==> src/rtl/sr_input_conditioner_if.sv <==
// Button/command bundle between the raw push-buttons, the conditioner and
// the downstream NOR SR latch. CONFLICT only exists when SR_COND_CONFLICT_EN
// is defined.
//
// Signalling: there is no valid/ready pair. S_IN/R_IN are free-running levels
// sampled every clock. S/R are level pulses of fixed width that the latch
// consumes unconditionally. BUSY marks a pulse or its trailing guard cycle.
// S and R are mutually exclusive.
interface sr_input_conditioner_if;
    logic S_IN;
    logic R_IN;
    logic S;
    logic R;
    logic BUSY;
`ifdef SR_COND_CONFLICT_EN
    logic CONFLICT;

    modport slave  (input S_IN, R_IN, output S, R, BUSY, CONFLICT);
    modport master (output S_IN, R_IN, input S, R, BUSY, CONFLICT);
`else
    modport slave  (input S_IN, R_IN, output S, R, BUSY);
    modport master (output S_IN, R_IN, input S, R, BUSY);
`endif
endinterface

==> src/rtl/sr_input_conditioner.sv <==
// sr_input_conditioner: synchronises and debounces two push-buttons and turns
// their rising edges into single, non-overlapping S/R pulses for a NOR latch.
// Optional feature macro: SR_COND_CONFLICT_EN (simultaneous requests are
// dropped and flagged on CONFLICT instead of being served reset-first).
// Bit 0 of the per-input vectors is the set button, bit 1 the reset button.
module sr_input_conditioner #(
    parameter int DB_CYCLES    = 4,
    parameter int PULSE_CYCLES = 2
) (
    input  logic                   CLK,
    input  logic                   RST,
    sr_input_conditioner_if.slave  bus,
    output logic [1:0]             dbg_state
);

    localparam int DBW = $clog2(DB_CYCLES);
    localparam int PCW = (PULSE_CYCLES > 1) ? $clog2(PULSE_CYCLES) : 1;
    localparam logic [DBW-1:0] DB_LAST    = DBW'(DB_CYCLES - 1);
    localparam logic [PCW-1:0] PULSE_LAST = PCW'(PULSE_CYCLES - 1);

    typedef enum logic [1:0] {IDLE, PULSE_S, PULSE_R, GAP} state_t;

    logic [1:0]     s1_q, s1_d, s2_q, s2_d;
    logic [1:0]     db_q, db_d;
    logic [DBW-1:0] db_cnt_q [2];
    logic [DBW-1:0] db_cnt_d [2];
    logic [1:0]     req;
    logic [1:0]     pend_q, pend_d, pend_clr;
    state_t         state_q, state_d;
    logic [PCW-1:0] pcnt_q, pcnt_d;
    logic           s_q, s_d, r_q, r_d, busy_q, busy_d;
    state_t         serve_state;
    logic [1:0]     serve_clr;
`ifdef SR_COND_CONFLICT_EN
    logic           conflict_q, conflict_d, serve_conflict;
`endif

    // Two-flop synchronisers for the asynchronous button inputs.
    always_comb begin
        s1_d = {bus.R_IN, bus.S_IN};
        s2_d = s1_q;
    end

    // Debounce: accept a new level after DB_CYCLES consecutive differing
    // samples; a rising accepted level is a request.
    always_comb begin
        for (int i = 0; i < 2; i++) begin
            db_d[i]     = db_q[i];
            db_cnt_d[i] = '0;
            if (s2_q[i] != db_q[i]) begin
                if (db_cnt_q[i] == DB_LAST) begin
                    db_d[i] = s2_q[i];
                end else begin
                    db_cnt_d[i] = db_cnt_q[i] + 1'b1;
                end
            end
        end
        req = db_d & ~db_q;
    end

    // Arbitration of pending flags when the FSM is free to start a pulse.
    always_comb begin
        serve_state = IDLE;
        serve_clr   = '0;
`ifdef SR_COND_CONFLICT_EN
        serve_conflict = 1'b0;
        if (pend_q == 2'b11) begin
            serve_clr      = 2'b11;
            serve_conflict = 1'b1;
        end else if (pend_q[0]) begin
            serve_state = PULSE_S;
            serve_clr   = 2'b01;
        end else if (pend_q[1]) begin
            serve_state = PULSE_R;
            serve_clr   = 2'b10;
        end
`else
        // Reset wins a tie; the set flag stays pending for later.
        if (pend_q[1]) begin
            serve_state = PULSE_R;
            serve_clr   = 2'b10;
        end else if (pend_q[0]) begin
            serve_state = PULSE_S;
            serve_clr   = 2'b01;
        end
`endif
    end

    // Next-state and registered-output logic. The GAP cycle's exit takes the
    // IDLE decision directly, so back-to-back pulses are one low cycle apart.
    always_comb begin
        state_d  = state_q;
        pcnt_d   = '0;
        pend_clr = '0;
`ifdef SR_COND_CONFLICT_EN
        conflict_d = 1'b0;
`endif
        case (state_q)
            IDLE, GAP: begin
                state_d  = serve_state;
                pend_clr = serve_clr;
`ifdef SR_COND_CONFLICT_EN
                conflict_d = serve_conflict;
`endif
            end
            PULSE_S, PULSE_R: begin
                if (pcnt_q == PULSE_LAST) begin
                    state_d = GAP;
                end else begin
                    pcnt_d = pcnt_q + 1'b1;
                end
            end
            default: state_d = IDLE;
        endcase
        pend_d = (pend_q & ~pend_clr) | req;
        s_d    = (state_d == PULSE_S);
        r_d    = (state_d == PULSE_R);
        busy_d = (state_d != IDLE);
    end

    // State registers; reset cuts any pulse in progress immediately.
    always_ff @(posedge CLK or posedge RST) begin
        if (RST) begin
            s1_q    <= '0;
            s2_q    <= '0;
            db_q    <= '0;
            for (int i = 0; i < 2; i++) db_cnt_q[i] <= '0;
            pend_q  <= '0;
            state_q <= IDLE;
            pcnt_q  <= '0;
            s_q     <= 1'b0;
            r_q     <= 1'b0;
            busy_q  <= 1'b0;
`ifdef SR_COND_CONFLICT_EN
            conflict_q <= 1'b0;
`endif
        end else begin
            s1_q    <= s1_d;
            s2_q    <= s2_d;
            db_q    <= db_d;
            for (int i = 0; i < 2; i++) db_cnt_q[i] <= db_cnt_d[i];
            pend_q  <= pend_d;
            state_q <= state_d;
            pcnt_q  <= pcnt_d;
            s_q     <= s_d;
            r_q     <= r_d;
            busy_q  <= busy_d;
`ifdef SR_COND_CONFLICT_EN
            conflict_q <= conflict_d;
`endif
        end
    end

    assign bus.S     = s_q;
    assign bus.R     = r_q;
    assign bus.BUSY  = busy_q;
`ifdef SR_COND_CONFLICT_EN
    assign bus.CONFLICT = conflict_q;
`endif
    assign dbg_state = state_q;

endmodule

==> src/flat_wrapper.sv <==
// flat-port wrapper written by rule: the top's interface ports become plain ports
module sr_input_conditioner_flat 
#(
    parameter int DB_CYCLES    = 4,
    parameter int PULSE_CYCLES = 2
)
  (CLK, RST, dbg_state, bus_S_IN, bus_R_IN, bus_S, bus_R, bus_BUSY);
  sr_input_conditioner_if bus_i ();
  input  logic CLK;
  input  logic RST;
  output logic [1:0] dbg_state;
  input wire logic [$bits(bus_i.S_IN)-1:0] bus_S_IN;
  input wire logic [$bits(bus_i.R_IN)-1:0] bus_R_IN;
  output wire logic [$bits(bus_i.S)-1:0] bus_S;
  output wire logic [$bits(bus_i.R)-1:0] bus_R;
  output wire logic [$bits(bus_i.BUSY)-1:0] bus_BUSY;
  assign bus_i.S_IN = bus_S_IN;
  assign bus_i.R_IN = bus_R_IN;
  assign bus_S = bus_i.S;
  assign bus_R = bus_i.R;
  assign bus_BUSY = bus_i.BUSY;
  sr_input_conditioner #(.DB_CYCLES(DB_CYCLES), .PULSE_CYCLES(PULSE_CYCLES)) u_core (.CLK(CLK), .RST(RST), .bus(bus_i), .dbg_state(dbg_state));
endmodule
==> config.mk <==
export PLATFORM = sky130hd
export DESIGN_NAME = sr_input_conditioner_flat
export DESIGN_NICKNAME = d
export VERILOG_FILES = /design/src/rtl/sr_input_conditioner_if.sv /design/src/rtl/sr_input_conditioner.sv /design/src/flat_wrapper.sv
export SDC_FILE = /design/constraint.sdc
export NUM_CORES = 1
export LEC_CHECK = 0
export CAP_MARGIN = 25
export CELL_PAD_IN_SITES_DETAIL_PLACEMENT = 2
export CELL_PAD_IN_SITES_GLOBAL_PLACEMENT = 2
export CORE_MARGIN = 2
export CORE_UTILIZATION = 31
export CTS_CLUSTER_SIZE = 16
export DETAILED_ROUTE_END_ITERATION = 8
export PLACE_DENSITY_LB_ADDON = 0.1
export RECOVER_POWER = 100
export SLEW_MARGIN = 20
export SYNTH_ARGS = -nofsm -noshare
export SYNTH_HDL_FRONTEND = slang
export SYNTH_SLANG_ARGS = --single-unit
==> constraint.sdc <==
create_clock -name CLK -period 1.1 [get_ports CLK]
set_clock_uncertainty 0.05 [all_clocks]
set_input_delay 0.11 -clock CLK [delete_from_list [all_inputs] [get_ports CLK]]
set_output_delay 0.11 -clock CLK [all_outputs]
set_load 0.02 [all_outputs]
Yosys cells after proc, flatten, opt, wreduce, memory -nomap -nowiden
Index checks and enable logic that the tools add are counted.
Operators by class
  $add $sub $neg: 3
  multipliers: 0
  div/mod/pow operators: 0
  order comparisons: 0
  equality and inequality tests: 9
  shifts and indexed selects: 0
  mux-type cells: 15
  bitwise operators: 5
  reductions and logical operators: 4
Operator list (count)
  2-to-1 mux 2 bit: 7
  equality test 2 bit, second input constant: 5
  2-to-1 mux 1 bit: 7
  adder 2 x 1 -> 2 bit, second input constant: 2
  bitwise AND 2 bit: 2
  equality test 2 x 1 -> 1 bit, second input constant: 2
  inverter 2 bit: 2
  one-hot mux 2 bit (2 select lines): 1
  OR reduction 2 bit: 2
  zero test 2 bit: 1
  != test 1 bit: 2
  bitwise OR 2 bit: 1
  nonzero test 2 bit: 1
  adder 1 bit, second input constant: 1
Word-level totals
  register bits: 18
  latch bits: 0
  memory bits (writable): 0
  memory bits (read-only): 0
  bits of input ports: 4
  output and inout bits: 5
  word-level logic and storage cells: 47
  memories kept: 0

Longest topological paths before layout
Gate-level depths: netlist of the first run.
  depth after elaboration: 6
  depth in mapped cells: 4
  mapped depth without buffers: 4

Worst setup path after synthesis of the first run
Ideal clock, no wire load.
  path type: register -> register
  start: reg u_core.state_q[0], in the netlist u_core.dbg_state[0]
  end: reg u_core.r_q, in the netlist u_core.bus.R
  library setup time: 0.122 ns
  data arrival time: 0.963 ns
  slack: -0.034 ns
  cell stages (with the launch flop): 5
  buffers on the path: 0
  cell sequence: dfrtp_1 -> xor2_2 -> o22ai_2 -> inv_1 -> nor2_1
On the way
  word-level cells in the longest chain between the ends: 4
  elaborated cells between the ends (all ways): 9
  classes of those cells: 4 x eq/ne; 2 x mux; 3 x reduce/logical
Ends and longest elaborated chain
  start, declared: line sr_input_conditioner.sv:29  | state_t state_q, state_d;
  start signal, assigned: line sr_input_conditioner.sv:143  | state_q <= state_d;
  equality test 2 x 1 -> 1 bit (tied with other cells): line sr_input_conditioner.sv:98  | case (state_q)
  OR reduction 2 bit: line sr_input_conditioner.sv:98
  one-hot mux 2 bit (2 select lines) *: line sr_input_conditioner.sv:98
  net u_core.state_d[0]: line sr_input_conditioner.sv:29
  equality test 2 bit *: line sr_input_conditioner.sv:117  | r_d = (state_d == PULSE_R);
  net u_core.r_d: line sr_input_conditioner.sv:31  | logic s_q, s_d, r_q, r_d, busy_q, busy_d;
  end signal, assigned: line sr_input_conditioner.sv:146  | r_q <= r_d;
  end, declared: line sr_input_conditioner.sv:31
The timed path passes the listed nets; every way through them passes the cells marked *.

Final worst setup path of the first run
  start: reg u_core.state_q[1], in the netlist u_core.dbg_state[1]
  end: reg u_core.s_q, in the netlist u_core.bus.S
On the way
  word-level cells in the longest chain between the ends: 4
  elaborated cells between the ends (all ways): 9
  classes of those cells: 4 x eq/ne; 2 x mux; 3 x reduce/logical
Ends and longest elaborated chain
  equality test 2 x 1 -> 1 bit (tied with other cells): line sr_input_conditioner.sv:98
  OR reduction 2 bit: line sr_input_conditioner.sv:98
  one-hot mux 2 bit (2 select lines) *: line sr_input_conditioner.sv:98
  net u_core.state_d[1]: line sr_input_conditioner.sv:29
  equality test 2 x 1 -> 1 bit *: line sr_input_conditioner.sv:116  | s_d = (state_d == PULSE_S);
  net u_core.s_d: line sr_input_conditioner.sv:31
  end signal, assigned: line sr_input_conditioner.sv:131  | s_q <= 1'b0;
  end signal, assigned: line sr_input_conditioner.sv:145  | s_q <= s_d;
  end, declared: line sr_input_conditioner.sv:31
Marks and branches as above.

==> summary.md, run 1 <==
| Metric | Value |
|---|---|
| Synthesis-stage register bit count | `18` |
| WHS | `279 ps` |
| Clk buf depth | `2` |
| DRC | `0` |
| CP endpoint kind | `flop` |
| Num CTS Buffers | `3` |
| Worst-Skew Late Latency | `300 ps` |
| Critical Path Start Type | `flop` |
| Mapped Cells | `48` |
| Placed inst area | `around 780 um2` |
| Largest net degree at the start of global routing | `19` |
| Global Route Usage Sum | `between 10% and 20%` |
| Final TNS setup | `-216 ps` |
| Synthesized net count | `between 50 and 60` |
| Tot Pwr | `between 2 and 3 mW` |
| Sequential area share after synthesis | `69.1%` |
| Clock-pin slew on the worst setup and hold paths | `~100 ps` |
| Worst Setup Path Type | `reg -> reg` |
| RR Startpoint | `u_core.dbg_state[1]$_DFF_PP0_` |
| Initial core utilization | `32.9%` |
| Fillers | `between 200 and 250` |
| Core Box Area | `0.00198 mm2` |
| Post-route ant nets | `0` |
| Reg2reg setup slack | `-80 ps` |
| CP required | `1290 ps` |
| Die width | `roughly 50 um` |
| Worst reg2reg endpoint | `u_core.bus.S$_DFF_PP0_` |
| Stages on the worst setup path | `4` |
| Max Cap Viol | `0` |
| Final Hold Fails | `0` |
| Status | `finished with violations` |
| Site Rows | `16` |
| Placer Congestion | `0.683` |
| Critical Path Max Stage Delay | `480 ps` |
| Synth cell types | `15` |
| Endpoints failing setup | `5` |
| Die ar. | `approximately 0.0025 mm2` |
| Crit path DAT | `1370 ps` |
| First-pass GRT wire length | `2280 um` |
| Syn. warnings | `0` |
| Routed WL | `~1300 um` |
| Dpl hpwl | `895 um` |
| Ant diodes | `0` |
| Port bufs | `8` |
| Vias/cell | `~4.5` |
| Synth Cell Area | `652 um2` |
| Multi-input gate area | `215 um2` |
| CTS tree | `yes` |
| Crit path max-delay family | `flip-flops` |
| Hold Path Class | `in -> async` |
| Crit path max fanout | `4` |
| RSZ-0062 raised after global routing | `yes` |
| Final Cell Area | `830 um2` |
| Die H | `between 40 and 50 um` |
| Slew margin rel. | `71.0%` |
| Final std cells w/o fill | `91` |
| Crit path from | `u_core.dbg_state[1]$_DFF_PP0_` |
| Fin crit share | `107%` |
| Vias | `approximately 410` |
| Vias in the first global route | `493` |
| Max Transition Viols Final | `0` |
| Drt wl/cell | `14.5 um` |
| R2r worst-path depth | `4` |
| Worst-margin pin slew | `around 440 ps` |
| Fmax achieved | `around 850 MHz` |
| Slowest CP cell | `dfrtp_2` |
| Syn avg cell area | `13.6 um2` |
| DP Cell Count | `85` |
| Leak | `0.405 nW` |
| Clk root buf | `clkbuf_4` |
| Buffers plus inverters on the worst setup path | `1` |
| Initial DRC count | `3` |
| Fin nets | `72` |
| Final worst slack | `-79.8 ps` |
| Power Density | `3060 mW/mm2` |
| H-tree depth | `1` |
| Gr ovfl total | `0` |
| Highest-count cells in the layout ignoring fill and taps | `dfrtp_1, buf_2, nand2_1, inv_1, buf_4` |
| Pre-antenna DRT Iters | `2` |
| Worst path cell trace | `xor2_4 > o22ai_2 > inv_1 > nor2_2` |
| Ratio of cells with drive above 1 in the final layout | `34.4%` |
| Seq. cell area | `around 450 um2` |
| Failing checks | `negative setup slack` |
| IO Pins | `9` |
| Period minus WS final | `1180 ps` |
| Commonest non-fill, non-tap cell in the layout | `dfrtp_1` |
| Antenna violations before repair | `0` |
| Clock sinks | `18` |
| Worst vdd ir | `1.05 mV` |
| Area growth from synthesis to layout | `27.3%` |
-- where the power goes --
part	leakage (nW)	switching, mW	internal (mW)
Sequential	0.221	0.201	0.901
Clock	0.0138	0.200	0.128
Combinational	0.169	0.573	0.535
-- kinds of logic (layout without fill, tap and decap cells) --
group / after synthesis / after routing / synth area share (%)
AND/OR/NAND/NOR: 14 / 14 / 10.9
buffers and inverters: 4 / 20 / 2.30
adder cells (fa/ha/maj): 2 / 2 / 3.84
XOR/XNOR: 3 / 3 / 5.18
AO/OA/AOI/OAI: 6 / 6 / 6.91
multiplexers: 1 / 1 / 1.73
flip-flops: 18 / 18 / 69.1
-- sequential cells by signal, summed over array words and instances, names as in the netlist --
name,cells
u_core.pcnt_q,1
u_core.db_q,2
u_core.bus.BUSY,1
u_core.bus.S,1
u_core.s2_q,2
u_core.db_cnt_q,4
u_core.s1_q,2
u_core.dbg_state,2
u_core.bus.R,1
u_core.pend_q,2
-- what timing repair did --
action                                  CTS  global route
resized for setup                        21             5
hold buffers                              0             0
pin swaps                                 5             1
cloned                                    0             0
endpoints found under the setup margin   10            12
buffers inserted                          3             0
-- layout make-up --
class                      instances  area share, %
sequential                        18           54.6
multi-input combinational         26           25.9
timing repair buffer              13           10.9
tap                               27           4.07
clock buffer                       3           2.71
inverter                           4           1.81
-- metrics by stage --
step,worst slack (ps),util (%)
6_report,-79.8,41.9
5_1_grt,-146,41.9
4_1_cts,-49.1,42.5
3_5_place_dp,-83.5,39.5
3_3_place_gp,-45.1,39.5
2_1_floorplan,1.60,-
-- how the worst max path moves through the flow --
| stage | endpoint | slack (ps) |
|---|---|---|
| after global routing | u_core.bus.S$_DFF_PP0_ | -150 |
| after CTS | u_core.bus.S$_DFF_PP0_ | -50 |
| after floorplan | u_core.bus.R$_DFF_PP0_ | 2 |
| final | u_core.bus.S$_DFF_PP0_ | -80 |
| after global placement | dbg_state[1] | -50 |
| after detailed placement | u_core.bus.R$_DFF_PP0_ | -80 |
-- synth_stat cells, drive strengths merged --
cell type   n  area (um2)
nand2       4        15.0
nor2b       3        18.8
nor2        2        7.51
xnor2       2        17.5
mux2        1        11.3
nand2b      2        12.5
o22ai       2        25.0
xor2        1        16.3
inv         4        15.0
dfrtp      18         450
a21oi       1        5.00
ha          2        25.0
o21ai       3        15.0
nor3        2        10.0
nand3b      1        7.51
-- worst register-to-register path, cell delays in order, from the launching register on --
cell     delay [ps]
dfrtp_2         480
xor2_4          220
o22ai_2         150
inv_1           110
nor2_2          110
-- per-layer routing --
metal  share of wire [%]  GRT usage [%]  up-vias
met2                  60           24.2       11
met5                   0              0        -
li1                    -              -      185
met3                 3.6           3.03        5
met4                 2.7           10.2        0
met1                  33           12.5      208
Note: power is estimated with default switching activity, not from simulation.
==> inputs of run 2 (changes only) <==
- CORE_UTILIZATION: 31 -> 40
- CTS_BUF_LIST: default -> sky130_fd_sc_hd__clkbuf_4 sky130_fd_sc_hd__clkbuf_8
- clock period: 1.1 -> 1.5 ns (I/O delays scaled with it)
==> run 2 against run 1 <==
Against the previous run:
- the flow now finishes without violations
- core utilization rose by 8.4 points
- sequential power shrank 30%
- combinational power fell by 46%
- hold slack gained 44 ps
- worst setup slack improved by 140 ps
- via count is 7.3% lower
- first-iteration DRC count fell by 100%
- total power fell by 34%
- global-route usage up 1.9 points
- clock power shrank 9.5%
- critical endpoint is now bus_BUSY
- largest cell class unchanged
- largest power group is now sequential cells
==> summary.md, run 2 (synthesized netlist as in run 1, its figures left out) <==
| Metric | Value |
|---|---|
| Max FFs per register | `4 (unchanged)` |
| Crit path max fanout | `1 (was 4)` |
| WHS | `324 ps (was 279 ps)` |
| Slew margin rel. | `56.8% (was 71.0%)` |
| Min-delay src | `u_core.s1_q[0]$_DFF_PP0_` |
| Die ar. | `0.00197 mm2 (was 0.00249 mm2)` |
| Vias/cell | `4.99 (was 4.49)` |
| Global Route Usage Sum | `15.2% (was 13.2%)` |
| Max Cap Viol | `0 (unchanged)` |
| RSZ-0062 raised after global routing | `no (was yes)` |
| Initial DRC count | `0 (was 3)` |
| Dpl hpwl | `936 um (was 895 um)` |
| Vias | `379 (was 409)` |
| Area growth from synthesis to layout | `17.5% (was 27.3%)` |
| Largest net degree at the start of global routing | `19 (unchanged)` |
| Hold Path Class | `reg -> reg (was in -> async)` |
| Endpoints failing setup | `0 (was 5)` |
| Clock-pin slew on the worst setup and hold paths | `100 ps (about the same)` |
| Routed WL | `1220 um (was 1320 um)` |
| Largest register by flop count | `u_core.db_cnt_q (unchanged)` |
| Clk root buf | `clkbuf_4 (unchanged)` |
| Worst vdd ir | `0.991 mV (was 1.05 mV)` |
| Worst Setup Path Type | `reg -> out (was reg -> reg)` |
| DRC | `0 (unchanged)` |
| Crit path DAT | `1230 ps (was 1370 ps)` |
| H-tree depth | `1 (unchanged)` |
| Final TNS setup | `0 ps (was -216 ps)` |
| Crit path from | `u_core.bus.BUSY$_DFF_PP0_ (was u_core.dbg_state[1]$_DFF_PP0_)` |
| Critical Path Max Stage Delay | `600 ps (was 480 ps)` |
| Drt wl/cell | `16.1 um (was 14.5 um)` |
| Power Density | `2170 mW/mm2 (was 3060 mW/mm2)` |
| Worst-Skew Late Latency | `290 ps (was 300 ps)` |
| Slowest CP cell | `clkdlybuf4s50_1 (was dfrtp_2)` |
| Ratio of cells with drive above 1 in the final layout | `8.33% (was 34.4%)` |
| Worst path cell trace | `clkdlybuf4s50_1 (was xor2_4 > o22ai_2 > inv_1 > nor2_2)` |
| Commonest non-fill, non-tap cell in the layout | `dfrtp_1 (unchanged)` |
| RR Startpoint | `u_core.dbg_state[0]$_DFF_PP0_ (was u_core.dbg_state[1]$_DFF_PP0_)` |
| Placer Congestion | `0.758 (was 0.683)` |
| Fin crit share | `between 90 and 100%` |
| IO Pins | `9 (unchanged)` |
| Worst-margin pin slew | `647 ps (was 435 ps)` |
| Cts hold-fix bufs | `0 (unchanged)` |
| Status | `finished, final reports clean (was finished with violations)` |
| Period minus WS final | `1430 ps` |
| Site Rows | `14 (was 16)` |
| Max Transition Viols Final | `0 (unchanged)` |
| CP required | `1300 ps (was 1290 ps)` |
| Gr ovfl total | `0 (unchanged)` |
| Buffers plus inverters on the worst setup path | `1 (unchanged)` |
| Ant diodes | `0 (unchanged)` |
| First-pass GRT wire length | `2030 um (was 2280 um)` |
| Clk buf depth | `2 (unchanged)` |
| Critical Path Start Type | `flop (unchanged)` |
| Num CTS Buffers | `3 (unchanged)` |
| Crit path max-delay family | `buffers and inverters (was flip-flops)` |
| Pre-antenna DRT Iters | `1 (was 2)` |
| CTS tree | `yes (unchanged)` |
| Fmax achieved | `between 600 and 700 MHz` |
| Post-route ant nets | `0 (unchanged)` |
| Initial core utilization | `42.8% (was 32.9%)` |
| Core Box Area | `0.00152 mm2 (was 0.00198 mm2)` |
| Clock sinks | `18 (unchanged)` |
| Fin nets | `67 (was 72)` |
| Die H | `44.4 um (was 49.9 um)` |
| Final Hold Fails | `0 (unchanged)` |
| Leak | `0.372 nW (was 0.405 nW)` |
| Die width | `44.4 um (was 49.9 um)` |
| CP endpoint kind | `output port (was flop)` |
| Vias in the first global route | `427 (was 493)` |
| Port bufs | `8 (unchanged)` |
| Antenna violations before repair | `0 (unchanged)` |
| Highest-count cells in the layout ignoring fill and taps | `dfrtp_1, nand2_1, inv_1 (was dfrtp_1, buf_2, nand2_1, inv_1, buf_4)` |
## run 2: changes by cell type in the layout (fill, tap and decap cells not counted), moves of 2 or more
cell / previous run / this run
buf_2: 5 / 0
dfrtp_2: 2 / 0
o22ai_1: 0 / 2
nand2b_4: 2 / 0
dfrtp_1: 16 / 18
buf_4: 4 / 0
clkdlybuf4s50_1: 0 / 3
nand2b_1: 0 / 2
o22ai_2: 2 / 0
dlygate4sd2_1: 0 / 2
## run 2: layout make-up
| type | count | area, um2 |
|---|---|---|
| multi-input cells | 26 | 166 |
| flip-flops and latches | 18 | 450 |
| repair buffers | 8 | 77.6 |
| clock buffers | 4 | 36.3 |
| inverters | 4 | 15.0 |
| fillers | 144 | 758 |
| well taps | 16 | 20.0 |
## run 2: path summary, 6_finish.rpt
path,slack [ps],cells past startpoint,end
worst max-delay path,70,1,bus_BUSY
worst min-delay path,320,0,u_core.s2_q[0]$_DFF_PP0_
worst max register to register,230,4,u_core.bus.R$_DFF_PP0_
worst min register to register,320,0,u_core.s2_q[0]$_DFF_PP0_
max in group asynchronous,660,2,u_core.pend_q[0]$_DFF_PP0_
min in group asynchronous,330,2,u_core.bus.BUSY$_DFF_PP0_
## run 2: where the power goes
part | internal, mW | leakage (nW) | switching [mW]
logic | 0.253 | 0.127 | 0.348
registers | 0.656 | 0.224 | 0.112
clock network | 0.148 | 0.0210 | 0.148
## run 2: metrics by stage
stage	power, mW	setup slack (ps)	util [%]	cells	instance area, um2
floorplan	1.20	366	-	48	652
global route	1.78	6.80	50.2	76	766
detailed placement	1.47	250	49.3	72	752
finish	1.66	65.1	50.2	76	766
global placement	1.38	286	49.3	72	752
CTS	1.75	52.5	51.6	76	786
## run 2: per-layer routing
metal,GRT usage (%),share of wire (%),vias up
li1,-,-,178
met1,15.9,39,188
met2,27.9,55,11
met3,3.67,5.7,2
met4,7.27,1.1,0
met5,0,0,-
## run 2: what timing repair did
action / in CTS / in global routing
setup endpoints to repair: 2 / 0
buffers inserted: 0 / 0
resized for setup: 2 / 0
